[src/rtl/regfile_dump.sv]
// regfile_dump
//   Debug read-out engine for the processor register file. A start pulse
//   walks first_reg..last_reg through a dedicated asynchronous read port.
//   Each value is captured and offered, tagged with its index, on a
//   valid/ready output stream.
//
//   Output handshake: a word transfers at a rising edge where
//   out_valid && out_ready. Once raised, out_valid, out_data and out_idx
//   hold steady until that transfer, or until abort/reset drops them.
//
// Ports
//   clk, rst              clock, synchronous active-low reset
//   start                 one-cycle dump request (accepted only when idle)
//   first_reg, last_reg   inclusive range, sampled with start
//   abort                 terminates a dump in progress
//   rd_addr / rd_data     register-file read port (data is combinational)
//   out_valid/out_ready   output stream handshake
//   out_data, out_idx     captured value and its register index
//   busy                  dump in progress
//   done                  one-cycle pulse at the end of every dump
//   err, aborted          qualify done: illegal range / aborted dump
//   count                 words delivered in the current or last dump
module regfile_dump #(
    parameter int NUM_REGS = 15,
    parameter int DATA_W   = 32,
    parameter int ADDR_W   = 4
) (
    input  logic              clk,
    input  logic              rst,
    input  logic              start,
    input  logic [ADDR_W-1:0] first_reg,
    input  logic [ADDR_W-1:0] last_reg,
    input  logic              abort,
    output logic [ADDR_W-1:0] rd_addr,
    input  logic [DATA_W-1:0] rd_data,
    output logic              out_valid,
    input  logic              out_ready,
    output logic [DATA_W-1:0] out_data,
    output logic [ADDR_W-1:0] out_idx,
    output logic              busy,
    output logic              done,
    output logic              err,
    output logic              aborted,
    output logic [ADDR_W:0]   count
);

    typedef enum logic [1:0] {
        IDLE = 2'd0,
        READ = 2'd1,
        HOLD = 2'd2
    } state_t;

    localparam logic [ADDR_W:0] NUM_REGS_L = (ADDR_W+1)'(NUM_REGS);

    state_t            state;
    state_t            state_nx;
    logic [ADDR_W-1:0] last_q;
    logic              range_ok;
    logic              handshake;
    logic              last_word;

    // Range check is made on the live inputs, since it is only consulted
    // in the cycle start is accepted.
    assign range_ok  = (first_reg <= last_reg) && ({1'b0, last_reg} < NUM_REGS_L);
    assign handshake = out_valid && out_ready;
    assign last_word = (out_idx == last_q);

    // Next-state logic
    always_comb begin
        state_nx = state;
        unique case (state)
            IDLE: begin
                if (start && range_ok) state_nx = READ;
            end
            READ: begin
                state_nx = abort ? IDLE : HOLD;
            end
            HOLD: begin
                // abort wins over a simultaneous handshake
                if (abort)          state_nx = IDLE;
                else if (handshake) state_nx = last_word ? IDLE : READ;
            end
            default: state_nx = IDLE;
        endcase
    end

    // State register
    always_ff @(posedge clk) begin
        if (!rst) state <= IDLE;
        else      state <= state_nx;
    end

    // Datapath and status registers
    always_ff @(posedge clk) begin
        if (!rst) begin
            rd_addr   <= '0;
            out_valid <= 1'b0;
            out_data  <= '0;
            out_idx   <= '0;
            busy      <= 1'b0;
            done      <= 1'b0;
            err       <= 1'b0;
            aborted   <= 1'b0;
            count     <= '0;
            last_q    <= '0;
        end else begin
            // done and its qualifiers are single-cycle pulses
            done    <= 1'b0;
            err     <= 1'b0;
            aborted <= 1'b0;
            unique case (state)
                IDLE: begin
                    if (start) begin
                        last_q <= last_reg;
                        count  <= '0;
                        if (range_ok) begin
                            rd_addr <= first_reg;
                            busy    <= 1'b1;
                        end else begin
                            done <= 1'b1;
                            err  <= 1'b1;
                        end
                    end
                end
                READ: begin
                    if (abort) begin
                        out_valid <= 1'b0;
                        busy      <= 1'b0;
                        done      <= 1'b1;
                        aborted   <= 1'b1;
                        rd_addr   <= '0;
                    end else begin
                        out_data  <= rd_data;
                        out_idx   <= rd_addr;
                        out_valid <= 1'b1;
                    end
                end
                HOLD: begin
                    if (abort) begin
                        // the word on offer is dropped and not counted
                        out_valid <= 1'b0;
                        busy      <= 1'b0;
                        done      <= 1'b1;
                        aborted   <= 1'b1;
                        rd_addr   <= '0;
                    end else if (handshake) begin
                        out_valid <= 1'b0;
                        count     <= count + 1'b1;
                        if (last_word) begin
                            busy    <= 1'b0;
                            done    <= 1'b1;
                            rd_addr <= '0;
                        end else begin
                            rd_addr <= rd_addr + 1'b1;
                        end
                    end
                end
                default: ;
            endcase
        end
    end

endmodule

[config.mk]
export PLATFORM = sky130hd
export DESIGN_NAME = regfile_dump
export DESIGN_NICKNAME = d
export VERILOG_FILES = /design/src/rtl/regfile_dump.sv
export SDC_FILE = /design/constraint.sdc
export NUM_CORES = 1
export LEC_CHECK = 0
export CAP_MARGIN = 5
export CORE_MARGIN = 2
export CORE_UTILIZATION = 47
export CTS_BUF_LIST = sky130_fd_sc_hd__clkbuf_16
export CTS_CLUSTER_DIAMETER = 80
export DETAILED_ROUTE_END_ITERATION = 8
export GPL_TIMING_DRIVEN = 1
export PLACE_DENSITY = 0.85
export SLEW_MARGIN = 40
export SYNTH_ARGS = -nofsm -noshare
export SYNTH_HDL_FRONTEND = slang
export SYNTH_SLANG_ARGS = --single-unit
export TNS_END_PERCENT = 50
[constraint.sdc]
create_clock -name clk -period 2.5 [get_ports clk]
set_input_delay 0.5 -clock clk [delete_from_list [all_inputs] [get_ports clk]]
set_output_delay 0.5 -clock clk [all_outputs]
set_load 0.01 [all_outputs]
==> metrics.txt <==
RePlAce Congestion=0.8111; Inserted Diodes=0; Yosys reg bits=56; HP Class=flop to flop; Num CTS Buffers=5; initial antenna violation count=0; most frequent cells in the layout=clkdlybuf4s50_1, nand2_1, dfxtp_1; CORE AREA=5075 um2; global-route wire length before repair=10,250 um; num ports=95; MaxCap Viol Count=0; fmax=0.4614 GHz; synthesized area per cell=8.433 um2; Final nets=442; largest net degree at the start of global routing=38; PortBufs=94; min Tclk post-route=2167 ps; FF-to-FF path depth=7; CTS Root Cell=clkbuf_16; row count=26; Synthesized Nets=348; Setup TNS=0 ps; clk slew on worst S/H paths=70 ps; most common cell after layout, fill and taps aside=clkdlybuf4s50_1; slack of the worst reg-to-reg path=490 ps; Final setup viols=0; Starting Density=48.52%; crit-path max FO=3; period utilisation layout=86.69%; Pwr Density=706.1 nW/um2; WL/cell=13.66 um; chip width=76.38 um; drt drc=0; RR Endpoint=busy; Final Max Slew Viols=0; clock skew after layout=4.903 ps; Detailed Routing Iterations Pass 1=4; GRT Total Usage=21.06%; Worst R2R Start=state[0]; Routed WL=6228 um; crit start category=input pin; kind of end point of the critical path=flop; Slew @ Worst Pin=643.3 ps; fraction of layout cells with a size suffix above 1=7.513%; Die ar.=5834 um2; Cells after Synth=292; H-tree levels=2; GRT overflow=0; Worst Setup EP=state[1]; Final Hold Fails=0; RSZ-0062 raised after global routing=false; Post-Layout Cell Count=456; placed cell areas=3486 um2; status=finished, final reports clean; CTS resizes=0; Post-Syn Area=2462 um2; Rel. slew slack=56.72%; Critical Path Source=last_reg[1]; Die Ht=76.38 um; dpl cells=449; post-route antenna net violation count=0; DR vias=2,339; vias in the first global route=2,123; Post-CTS Setup Bufs=0; clk buf depth=2; post-synthesis sequential area ratio=45.53%; DPL Wire Length=4551 um; WP data arrival=2380 ps; Setup CP Type=input pin to flop; Syn. warnings=0; synth unique cells=41; clk_lat worst skew=280 ps; CTS tree=built; initial DRC count=98; Worst VDD drop=0.0003854 V; CTS Sinks=56; CP Data Required Time=2710 ps; vias per cell=5.129; Layout area overhead=47.15%; Total Power=2.558 mW; LEAKAGE=1.355 nW; final instance area=3623 um2; CTS Hold Bufs=0
## power by group
part | switching [mW] | leakage (nW) | internal, mW
sequential | 0.0815 | 0.456 | 0.996
combinational | 0.409 | 0.834 | 0.413
clock | 0.295 | 0.0657 | 0.364
total | 0.786 | 1.36 | 1.77
## critical path: stages
cell,delay (ps)
clkdlybuf4s50_1,490
inv_1,50
ha_1,290
nor2b_1,150
o211ai_2,170
a31oi_1,120
or4_1,470
a21oi_1,150
## logic make-up after synthesis
logic type,share of synthesized area (%)
AO/OA/AOI/OAI,17.48
XOR/XNOR,3.201
adder cells (fa/ha/maj),5.589
buffers and inverters,4.116
flip-flops,45.53
multiplexers,0.4573
AND/OR/NAND/NOR,23.63
## per-layer routing
layer	global-route usage, %	wire length (um)
met1	27.04	2710
met2	36.19	3162
met3	4.384	296
met4	5.273	59
met5	0	0
## per-stage QoR
| stage | utilization [%] | hold slack [ps] | worst slack [ps] |
|---|---|---|---|
| 5_1_grt | 71.40 | 470.6 | 219.4 |
| 4_1_cts | 71.40 | 457.3 | 336.5 |
| 3_3_place_gp | 68.69 | 441.5 | 129.8 |
| 6_report | 71.40 | 453.2 | 332.7 |
| 3_5_place_dp | 68.69 | 448.1 | 48.48 |
| 2_1_floorplan | - | 447.8 | 621.7 |
## worst min path at each step
stage	from	to	slack (ps)	cells past startpoint
finish	out_data[24]	out_data[24]	450	2
global route	out_data[29]	out_data[29]	470	2
CTS	out_data[24]	out_data[24]	460	2
floorplan	last_q[0]	last_q[0]	450	2
global placement	out_data[17]	out_data[17]	440	2
detailed placement	out_data[16]	out_data[16]	450	2
## final cells by class
cell class                      instances  area, um2
Fill cell                             414       1451
Multi-Input combinational cell        213       1242
Sequential cell                        56       1121
Timing Repair Buffer                  103       1008
Clock buffer                            5      125.1
Tap cell                               70      87.58
Inverter                                7      26.28
Clock inverter                          2      12.51
## synth_stat cells
library cell   n  share of area, %
nor4_1         1              0.25
a31o_2         1              0.36
nor3_4         1              0.66
a21boi_0       1              0.30
a22oi_1        1              0.30
a211oi_4       1              0.81
a21oi_1       47               9.6
inv_1          6              0.91
a21o_1         1              0.30
buf_2          6               1.2
xor2_1         8               2.8
nand4_1        5               1.3
nor2b_1        2              0.51
a311oi_2       1              0.61
mux2_2         1              0.46
and3_1         1              0.25
or4_1          1              0.30
and4_4         1              0.46
and2b_1        1              0.30
o41ai_1        1              0.36
a311oi_1       5               1.8
a31oi_1        2              0.51
o21ai_2        1              0.36
dfxtp_1       56                46
nand2b_1       7               1.8
nand3b_1       1              0.30
clkinv_1       1              0.15
nor2_1         8               1.2
nand3_1        9               1.8
o211ai_2       1              0.51
ha_1          11               5.6
xnor2_1        1              0.36
o21bai_1       2              0.61
clkbuf_1       9               1.4
o211ai_1       1              0.30
and2_4         1              0.36
o21ai_0        4              0.81
nand2_1       80                12
nand3b_4       1              0.81
nor2b_4        2               1.1
buf_6          1              0.46
## flip-flops by register name, indices dropped and copies added, names as in the netlist
signal and count:
err 1, count 5, out_idx 4, out_valid 1, state 2, last_q 4, aborted 1, out_data 32
rd_addr 4, busy 1, done 1
No activity file was read; power rests on OpenSTA's default activity.
